## src/rtl/cmp_serial_mag.sv

```systemverilog
// Serial magnitude comparator. One 4-bit cascade slice is reused once per clock,
// LSB nibble first, and the relation is returned over a valid/ready handshake.
module cmp_slice4 (
    input  logic [3:0] a_i,
    input  logic [3:0] b_i,
    input  logic       gt_i,
    input  logic       eq_i,
    input  logic       lt_i,
    output logic       gt_o,
    output logic       eq_o,
    output logic       lt_o
);
    // The cascade inputs carry the verdict of the less significant nibbles;
    // this nibble overrides that verdict unless the two nibbles are equal.
    assign gt_o = (a_i > b_i) | ((a_i == b_i) & gt_i);
    assign lt_o = (a_i < b_i) | ((a_i == b_i) & lt_i);
    assign eq_o = (a_i == b_i) & eq_i;
endmodule

module cmp_serial_mag #(
    parameter int WIDTH  = 16,
    parameter int SIGNED = 0
) (
    input  logic             CLK,
    input  logic             RST_N,
    input  logic             START_VALID,
    output logic             START_READY,
    input  logic [WIDTH-1:0] A,
    input  logic [WIDTH-1:0] B,
    input  logic [2:0]       MODE,
    output logic             RES_VALID,
    input  logic             RES_READY,
    output logic             Y,
    output logic             LT,
    output logic             EQ,
    output logic             GT
);
    localparam int N  = (WIDTH + 3) / 4;
    localparam int W4 = 4 * N;
    localparam int CW = (N > 1) ? $clog2(N) : 1;
    localparam logic [CW-1:0] LAST = CW'(N - 1);
    // Flipping the MSB of both operands maps two's complement onto unsigned order.
    localparam logic [W4-1:0] MSB_FLIP = (SIGNED != 0) ? (W4'(1) << (W4 - 1)) : '0;

    typedef enum logic [1:0] {IDLE, RUN, DONE} state_t;

    state_t          state_q, state_d;
    logic [CW-1:0]   cnt_q, cnt_d;
    logic            g_q, g_d, e_q, e_d, l_q, l_d;
    logic [W4-1:0]   a_q, a_d, b_q, b_d;
    logic [2:0]      mode_q, mode_d;
    logic            y_q, y_d, lt_q, lt_d, eq_q, eq_d, gt_q, gt_d;
    logic [W4-1:0]   a_ext, b_ext;
    logic            s_gt, s_eq, s_lt;

    for (genvar gi = 0; gi < W4; gi++) begin : g_ext
        if (gi < WIDTH) begin : g_in
            assign a_ext[gi] = A[gi];
            assign b_ext[gi] = B[gi];
        end else begin : g_pad
            assign a_ext[gi] = (SIGNED != 0) ? A[WIDTH-1] : 1'b0;
            assign b_ext[gi] = (SIGNED != 0) ? B[WIDTH-1] : 1'b0;
        end
    end

    // The operand registers shift right by a nibble per RUN cycle, so the
    // slice always looks at the low nibble.
    cmp_slice4 u_slice (
        .a_i  (a_q[3:0]),
        .b_i  (b_q[3:0]),
        .gt_i (g_q),
        .eq_i (e_q),
        .lt_i (l_q),
        .gt_o (s_gt),
        .eq_o (s_eq),
        .lt_o (s_lt)
    );

    function automatic logic sel_rel(input logic [2:0] m, input logic lt, input logic eq,
                                     input logic gt);
        case (m)
            3'd0:    sel_rel = lt;
            3'd1:    sel_rel = gt;
            3'd2:    sel_rel = ~gt;
            3'd3:    sel_rel = ~lt;
            3'd4:    sel_rel = eq;
            3'd5:    sel_rel = ~eq;
            default: sel_rel = 1'b0;
        endcase
    endfunction

    always_comb begin
        state_d = state_q;
        cnt_d   = cnt_q;
        g_d     = g_q;
        e_d     = e_q;
        l_d     = l_q;
        a_d     = a_q;
        b_d     = b_q;
        mode_d  = mode_q;
        y_d     = y_q;
        lt_d    = lt_q;
        eq_d    = eq_q;
        gt_d    = gt_q;
        case (state_q)
            IDLE: begin
                if (START_VALID) begin
                    a_d     = a_ext ^ MSB_FLIP;
                    b_d     = b_ext ^ MSB_FLIP;
                    mode_d  = MODE;
                    cnt_d   = '0;
                    g_d     = 1'b0;
                    e_d     = 1'b1;
                    l_d     = 1'b0;
                    state_d = RUN;
                end
            end
            RUN: begin
                a_d   = a_q >> 4;
                b_d   = b_q >> 4;
                g_d   = s_gt;
                e_d   = s_eq;
                l_d   = s_lt;
                cnt_d = cnt_q + CW'(1);
                if (cnt_q == LAST) begin
                    y_d     = sel_rel(mode_q, s_lt, s_eq, s_gt);
                    lt_d    = s_lt;
                    eq_d    = s_eq;
                    gt_d    = s_gt;
                    state_d = DONE;
                end
            end
            DONE: begin
                if (RES_READY) state_d = IDLE;
            end
            default: state_d = IDLE;
        endcase
    end

    always_ff @(posedge CLK or negedge RST_N) begin
        if (!RST_N) begin
            state_q <= IDLE;
            cnt_q   <= '0;
            g_q     <= 1'b0;
            e_q     <= 1'b1;
            l_q     <= 1'b0;
            a_q     <= '0;
            b_q     <= '0;
            mode_q  <= '0;
            y_q     <= 1'b0;
            lt_q    <= 1'b0;
            eq_q    <= 1'b0;
            gt_q    <= 1'b0;
        end else begin
            state_q <= state_d;
            cnt_q   <= cnt_d;
            g_q     <= g_d;
            e_q     <= e_d;
            l_q     <= l_d;
            a_q     <= a_d;
            b_q     <= b_d;
            mode_q  <= mode_d;
            y_q     <= y_d;
            lt_q    <= lt_d;
            eq_q    <= eq_d;
            gt_q    <= gt_d;
        end
    end

    assign START_READY = (state_q == IDLE);
    assign RES_VALID   = (state_q == DONE);
    assign Y  = y_q;
    assign LT = lt_q;
    assign EQ = eq_q;
    assign GT = gt_q;
endmodule

```

## config.mk

```make
export PLATFORM = sky130hd
export DESIGN_NAME = cmp_serial_mag
export DESIGN_NICKNAME = d
export VERILOG_FILES = /design/src/rtl/cmp_serial_mag.sv
export SDC_FILE = /design/constraint.sdc
export NUM_CORES = 1
export LEC_CHECK = 0
export CAP_MARGIN = 40
export CORE_MARGIN = 5
export CORE_UTILIZATION = 45
export DETAILED_ROUTE_END_ITERATION = 6
export DONT_BUFFER_PORTS = 1
export GPL_TIMING_DRIVEN = 1
export PLACE_DENSITY = 0.66
export REMOVE_ABC_BUFFERS = 1
export SYNTH_ARGS = -nofsm -noshare
export SYNTH_HDL_FRONTEND = slang
export SYNTH_SLANG_ARGS = --single-unit
```

## constraint.sdc

```tcl
create_clock -name CLK -period 1.52 [get_ports CLK]
set_input_delay 0.304 -clock CLK [delete_from_list [all_inputs] [get_ports CLK]]
set_output_delay 0.304 -clock CLK [all_outputs]
set_load 0.05 [all_outputs]
```

==> results.md, run 1 <==
- The final count of negative-setup-slack endpoints is 1.
- The first global-routing pass estimated 7410 µm of wire.
- The most common cell in the synthesized netlist is sky130_fd_sc_hd__nand2_1.
- The worst register-to-register path begins at a_q[1].
- The number of different library cells in the post-synthesis netlist is 28.
- The number of DRC violations after detailed-routing iteration 0 is 69.
- The die covers 0.00618 mm².
- The relative slew slack is 67.9%.
- For this design the ratio of total power to cell area is 2440 mW/mm².
- The number of storage elements in the synthesis netlist is 46.
- The mapped netlist covers 0.00212 mm².
- The clock buffer count from CTS is 5.
- The maximum vdd drop is 1.03 mV.
- In the final layout, flip-flops and latches occupy 0.00115 mm².
- After synthesis, the mean cell area works out to 8.75 µm².
- The vias per cell is 5.25.
- The leakage power of the design is 0.00113 µW.
- The average wire per cell in the routed design is 14.1 µm.
- The top cell type's share of synthesized area is 53.2%.
- The final critical-path setup slack is -215 ps.
- The count of antenna-violating nets left after detailed routing is 0.
- The final RePlAce weighted congestion is 0.783.
- The worst hold path passes through 2 cells.
- The latest clock arrival within the worst-skew pair is 290 ps.
- The final-layout fill cell count is 453.
- Sequential elements use 54.4% of the synthesized area.
- The flow ran to the end, but the final reports show violations.
- The delay of the slowest cell on the worst path is 420 ps.
- In this run the standard cell core region covers 0.00466 mm².
- The CTS root buffer is sky130_fd_sc_hd__clkbuf_8.
- The die boundary width is 78.6 µm.
- Setup total negative slack on the finished layout was measured at -215 ps.
- The worst setup path is launched from a flip-flop.
- The fraction of registers with async set or reset after synthesis is 100%.
- The final period utilization is 114%.
- Sorting the synthesized cells by area gives the leading types as sky130_fd_sc_hd__dfrtp_1, sky130_fd_sc_hd__nand2_1, sky130_fd_sc_hd__a31oi_1, sky130_fd_sc_hd__o21ai_0, sky130_fd_sc_hd__nor2_1.
- The worst register-to-register path ends at Y.
- The multi-input gate area in the final layout is 966 µm².
- The floorplan row count is 25.
- The net count of the finished layout is 298.
- The placed wire-length estimate after detailed placement is 2900 µm.
- The post-route netlist has 17.3% of its cells at a drive strength greater than 1.
- The global-route usage over all layers is 15.2%.
- Setup repair after global routing could not meet its margin everywhere.
- In this run the most critical hold path is launched from MODE[2].
- The count of maximum capacitance violations is 0.
- The number of antenna violations at the first check in global routing came to 0.
- The setup clock skew after layout is 6.01 ps.
- The number of H-tree branching levels is 2.
- The number of max-slew violations in the final report is 0.
- On the critical path, the stage with the largest delay is an instance of sky130_fd_sc_hd__dfrtp_1.
- The checks that failed: negative setup slack.
- The number of hold violations in the final report came to 0.
- Measured in cells, the most critical reg-to-reg path has a length of 7.
- In the synthesized netlist, the number of instances is 242.
- The number of global-route vias before repair was 1,610.
- The number of buffers and inverters on the critical path is 0.
- 45 I/O pins were placed.
- The category of the critical setup timing path is reg -> reg.
- In this run the worst path has a maximum fanout of 4.
- For the worst setup path, the data arrival time is 1920 ps.
- Once the floorplan was initialized, standard cells occupied 45.4% of the core.
- Based on the critical path, the design can be clocked at up to 0.576 GHz.
- The vertical extent of the die is 78.6 µm.
- The register-to-register path setup slack is -220 ps.
- The design draws 6100 µW.
- The worst hold path terminates at mode_q[2].
- In this run the worst hold path is classified as in -> reg.
- The number of enable flip-flop cells after synthesis is 0.
- The total overflow reported by the global router is 0.
- The actual transition at the worst max-transition pin is 482 ps.
- The smallest clock period supported by the final layout is computed as 1740 ps.
- Entering global routing, the biggest net connects 57 pins.
- 0 antenna diodes ended up in the layout.
- The area growth from synthesis to layout is 18.0%.
- Clock-pin slew was measured on the worst setup and hold paths at 80 ps.
- sky130_fd_sc_hd__dfrtp_1 takes more of the synthesized area than any other cell.
- By count the netlist is led by sky130_fd_sc_hd__nand2_1, sky130_fd_sc_hd__dfrtp_1, sky130_fd_sc_hd__nor2_1.
- Broken down by cell family, the worst path's largest delay share belongs to flip-flops.
- The routed design has 4350 µm of wire.
- The first detailed-routing pass ran for 4 iterations.
- The number of clock sinks is 46.
- The total vias in the final route is 1,623.
- The required time reported for the critical path endpoint is 1700 ps.
- The port buffer count is 0.
- TritonCTS built the clock tree.
- During synthesis, Yosys emitted a total of 0 warnings.
- The longest clock path from root to sink contains 2 buffers.
- Among all flip-flop cells after synthesis, the most frequent one is sky130_fd_sc_hd__dfrtp_1.
- Traced cell by cell, the critical path runs through ha_4, nor2b_4, o211ai_2, a31o_1, mux2_2, mux2i_1, o31ai_1.
- The DRC violations left is 0.
- STA classifies the critical path endpoint as a flip-flop.
-- worst max path at each step --
stage	from	slack [ps]	cells after the start	to
floorplan	state_q[0]	-950	5	a_q[0]
global placement	a_q[1]	-210	7	Y
detailed placement	a_q[1]	-240	7	Y
CTS	a_q[1]	-220	7	Y
global route	b_q[0]	-280	6	Y
finish	a_q[1]	-220	7	Y
-- placed cells by master, fill, tap and decap left out, types with 2 or more instances in the layout --
cell / count
sky130_fd_sc_hd__a21oi_1: 7
sky130_fd_sc_hd__clkbuf_1: 2
sky130_fd_sc_hd__ha_4: 4
sky130_fd_sc_hd__mux2i_1: 2
sky130_fd_sc_hd__nor2_1: 26
sky130_fd_sc_hd__nand3_1: 3
sky130_fd_sc_hd__buf_4: 17
sky130_fd_sc_hd__dfrtp_1: 45
sky130_fd_sc_hd__a31oi_1: 20
sky130_fd_sc_hd__clkbuf_8: 5
sky130_fd_sc_hd__inv_1: 3
sky130_fd_sc_hd__nand2_1: 76
sky130_fd_sc_hd__o21ai_0: 21
-- metrics by stage --
step	hold slack [ps]	setup WS [ps]	cells	area, µm²	utilization, %
floorplan	8.41	-952	227	2050	-
global placement	10.1	-212	295	2240	48.0
detailed placement	10.0	-241	295	2240	48.0
CTS	102	-219	305	2420	51.9
global route	115	-283	309	2500	53.6
finish	115	-215	309	2500	53.6
-- cells by family (layout without fill, tap and decap cells) --
kind of cell | count (synthesis) | after routing | share of synthesized area [%]
AOI/OAI and AO/OA | 52 | 52 | 14.5
adders and majority gates | 5 | 5 | 2.95
buffers and inverters | 20 | 33 | 4.13
and+or+nand+nor | 115 | 115 | 22.2
xor gates and xnor gates | 1 | 1 | 0.414
muxes | 3 | 3 | 1.48
DFF | 46 | 46 | 54.4
-- report_power, final --
group	internal (µW)	leakage (µW)	switching (µW)	total [µW]
Combinational	1320	0.000514	1570	2880
Sequential	1830	0.000563	505	2330
Clock	492	0.0000524	388	880
-- metal layers --
layer	share of wire [%]	track usage [%]	vias to the layer above
met4	1.2	5.24	0
met2	47	24.4	28
met3	5.2	4.24	6
met1	46	19.5	762
li1	-	-	827
met5	0	0	-
-- final cells by class --
| type | instances | share of cell area, % |
|---|---|---|
| Clock buffer | 7 | 3.05 |
| Clock inverter | 1 | 1.20 |
| Inverter | 5 | 0.901 |
| Multi-Input combinational cell | 176 | 38.6 |
| Sequential cell | 46 | 46.1 |
| Tap cell | 54 | 2.70 |
| Timing Repair Buffer | 20 | 7.41 |
-- state kept, by name, indices dropped and copies added, names as in the netlist --
signal   count
state_q      2
a_q         16
mode_q       3
GT           1
LT           1
g_q          1
cnt_q        2
l_q          1
e_q          1
b_q         16
EQ           1
Y            1
-- timing repair --
action,4_1_cts,5_1_grt
pin swaps,5,8
buffers inserted,0,4
endpoints found under the setup margin,1,25
hold endpoints to repair,46,0
gates resized for setup,4,10
hold buffers,2,0
(Power assumes the default switching activity.)
==> run 2, diff against run 1 <==
--- a/constraint.sdc
+++ b/constraint.sdc
@@ -3,2 +3,2 @@
 set_output_delay 0.304 -clock CLK [all_outputs]
-set_load 0.05 [all_outputs]
+set_load 0.1 [all_outputs]
==> run 2 against run 1 <==
  * The flow still finishes with violations (negative setup slack)
  * Sequential share of layout area fell by 0.18 points
  * Global-route usage rose by 0.75 points
  * Clock-buffer cell count fell by 1
  * Combinational power rose by 19%
  * Maximum frequency fell by 1.1%
  * Final area rose by 0.40%
  * Cell count rose by 0.97%
  * Largest power group unchanged
==> results.md, run 2 (same netlist as run 1, synthesis figures left out) <==
- The flow ran to the end, but the final reports show violations.
- The checks that failed: negative setup slack.
- The proportion of layout cells with a drive suffix above 1 is 17.8%.
- The area growth from synthesis to layout is 18.5%.
- The leakage power of the design is 0.00113 µW.
- The number of max-slew violations in the final report is 0.
- The area inside the core boundary is 0.00466 mm².
- The actual transition at the worst max-transition pin is 303 ps.
- The clock slew seen by the registers of the worst setup and hold paths is 80 ps.
- The latest clock arrival within the worst-skew pair is 290 ps.
- The root buffer cell chosen for the clock tree is sky130_fd_sc_hd__clkbuf_8.
- The worst setup path is captured at a flip-flop.
- The multi-input gate area in the final layout is 945 µm².
- Setup repair after global routing could not meet its margin everywhere.
- After floorplanning, the core was divided into 25 placement rows.
- At the end of routability-driven placement, the weighted congestion stood at 0.745.
- The endpoint arrival time on the critical path is 1940 ps.
- The global-route wire length before repair is 7790 µm.
- Counting I/O delays and the setup requirement, the final critical path takes 1760 ps.
- Prior to clock tree synthesis, the placed netlist has a worst setup slack of -282 ps.
- The library cells used most frequently in the layout, excluding fill and tap cells, are sky130_fd_sc_hd__nand2_1, sky130_fd_sc_hd__dfrtp_1, sky130_fd_sc_hd__nor2_1.
- Once placement completed, the tool counted placed cells totaling 298.
- The required time reported for the critical path endpoint is 1700 ps.
- The global-route usage over all layers is 15.9%.
- The die covers 0.00618 mm².
- Traced cell by cell, the critical path runs through ha_4, nor2b_4, o211ai_2, a31o_1, mux2_2, mux2i_1, o31ai_1.
- In the routed design, unresolved DRC markers number 0.
- Global routing finished with a remaining overflow of 0.
- The area of all sequential standard cells is 0.00115 mm².
- Once the floorplan was initialized, standard cells occupied 45.4% of the core.
- The number of H-tree branching levels is 2.
- In this run the remaining antenna-violating nets after routing total 0.
- The average wire per cell in the routed design is 14.2 µm.
- The cell depth of the worst flop-to-flop path is 7.
- The detailed-routing iteration count for the pre-antenna-repair pass is 4.
- The sum of negative setup slack is -235 ps.
- The final period utilization is 115%.
- Across all layers, the routed design uses 1,627 vias.
- The number of antenna violations at the first check in global routing is 0.
- Counting along the longest clock path gives a buffer depth of 2.
- The number of cells on the critical path is 7.
- Using the TritonRoute via totals, the vias-per-cell ratio works out to 5.21.
- The maximum vdd drop is 0.959 mV.
- The timing-limited maximum frequency is 0.570 GHz.
- The repair_antennas step left the layout with diodes totalling 0.
- During I/O placement, the number of pins put on the boundary was 45.
- The worst setup path is of the reg -> reg kind.
- From left edge to right edge, the die measures 78.6 µm.
- Summed over all nets, the half-perimeter wirelength after detailed placement is 2900 µm.
- The most critical setup path has its endpoint at Y.
- The kind of cell with the highest combined delay on the critical path is compound AO/OA/AOI/OAI gates.
- TritonCTS created 5 clock buffers.
- Setup violations remaining at the end of the flow were counted as 1.
- The number of buffers and inverters on the critical path is 0.
- The startpoint type of the worst setup path is a flip-flop.
- In this run the critical register-to-register path is captured at Y.
- The library cell used most frequently in the layout, excluding fill and tap cells, is sky130_fd_sc_hd__nand2_1.
- The critical path startpoint is a_q[1].
- Across the run, the number of max-cap violations was 0.
- For this design, the sink count on the clock tree is 46.
- The delay of the slowest cell on the worst path is 410 ps.
- The largest fanout on the critical path is 3.
- The setup clock skew after layout is 4.71 ps.
- The cell with the largest stage delay on the worst path is sky130_fd_sc_hd__dfrtp_1.
- The relative slew slack is 79.8%.
- Wires add up to 4440 µm.
- The number of nets in the layout is 301.
- The vertical extent of the die is 78.6 µm.
- The register-to-register path setup slack is -240 ps.
- Counting the fill cells in the layout gives 418.
- The min-delay analysis places its worst path in the category in -> reg.
- Entering global routing, the biggest net connects 57 pins.
- The final critical-path setup slack is -235 ps.
- For this run, the number of standard cells in the final layout without fillers is 312.
- The TritonCTS clock tree is yes.
- The largest registers in the layout are a_q x16, b_q x16, mode_q x3.
- The number of DRC violations after detailed-routing iteration 0 is 50.
- The port buffer count is 0.
- The power per standard cell area is 2520 mW/mm².
- The number of hold violations in the final report is 0.
- The number of global-route vias before repair was 1,662.
- In this run the critical register-to-register path is launched from a_q[1].
[run 2: cell count changes in the layout (fill, tap and decap cells not counted), sizes merged]
cell / change
buf: +3
bufinv: -1
clkbuf: -1
clkinv: +2
clkinvlp: -1
inv: +1
[run 2: worst min path at each step]
stage                       start         to  slack, ps  depth (start not counted)
after floorplan             RST_N         EQ          8                          0
after global placement      RST_N     a_q[9]         10                          0
after detailed placement    RST_N     a_q[9]         10                          0
after CTS                 MODE[0]  mode_q[0]        110                          2
after global routing        B[13]    b_q[13]        110                          2
final                     MODE[0]  mode_q[0]        110                          2
[run 2: what timing repair did]
| action | 4_1_cts | 5_1_grt |
|---|---|---|
| endpoints found under the hold margin | 46 | 0 |
| setup buffers | 4 | 3 |
| hold buffers | 2 | 0 |
| cloned | 0 | 0 |
| gates resized for setup | 4 | 6 |
| setup endpoints to repair | 3 | 12 |
| pin swaps | 3 | 5 |
[run 2: per-layer routing]
metal,global-route usage [%],vias to the layer above,wire [µm]
li1,-,835,-
met1,21.8,753,2100
met2,24.4,34,2060
met3,4.24,5,236
met4,5.24,0,53
met5,0,-,0
[run 2: power by group]
| part | switching, µW | internal [µW] |
|---|---|---|
| sequential | 348 | 1830 |
| clock | 406 | 325 |
| combinational | 1990 | 1440 |
[run 2: cell type report]
| cell class | count | share of cell area [%] |
|---|---|---|
| flip-flops and latches | 46 | 45.9 |
| inverters | 5 | 0.748 |
| well taps | 54 | 2.69 |
| repair buffers | 23 | 9.57 |
| clock inverters | 2 | 0.548 |
| clock buffers | 6 | 2.89 |
| multi-input cells | 176 | 37.6 |
[run 2: worst reg2reg max path, stage by stage, from the launching register on]
cell,delay (ps)
sky130_fd_sc_hd__dfrtp_1,410
sky130_fd_sc_hd__ha_4,280
sky130_fd_sc_hd__nor2b_4,130
sky130_fd_sc_hd__o211ai_2,100
sky130_fd_sc_hd__a31o_1,250
sky130_fd_sc_hd__mux2_2,260
sky130_fd_sc_hd__mux2i_1,130
sky130_fd_sc_hd__o31ai_1,80
[run 2: per-stage QoR]
step	hold WS, ps	area (µm²)	power [µW]	util (%)
2_1_floorplan	8.41	2050	4360	-
3_3_place_gp	10.1	2290	5180	49.1
3_5_place_dp	10.2	2290	5290	49.1
4_1_cts	107	2490	6300	53.5
5_1_grt	112	2510	6940	53.9
6_report	114	2510	6340	53.9
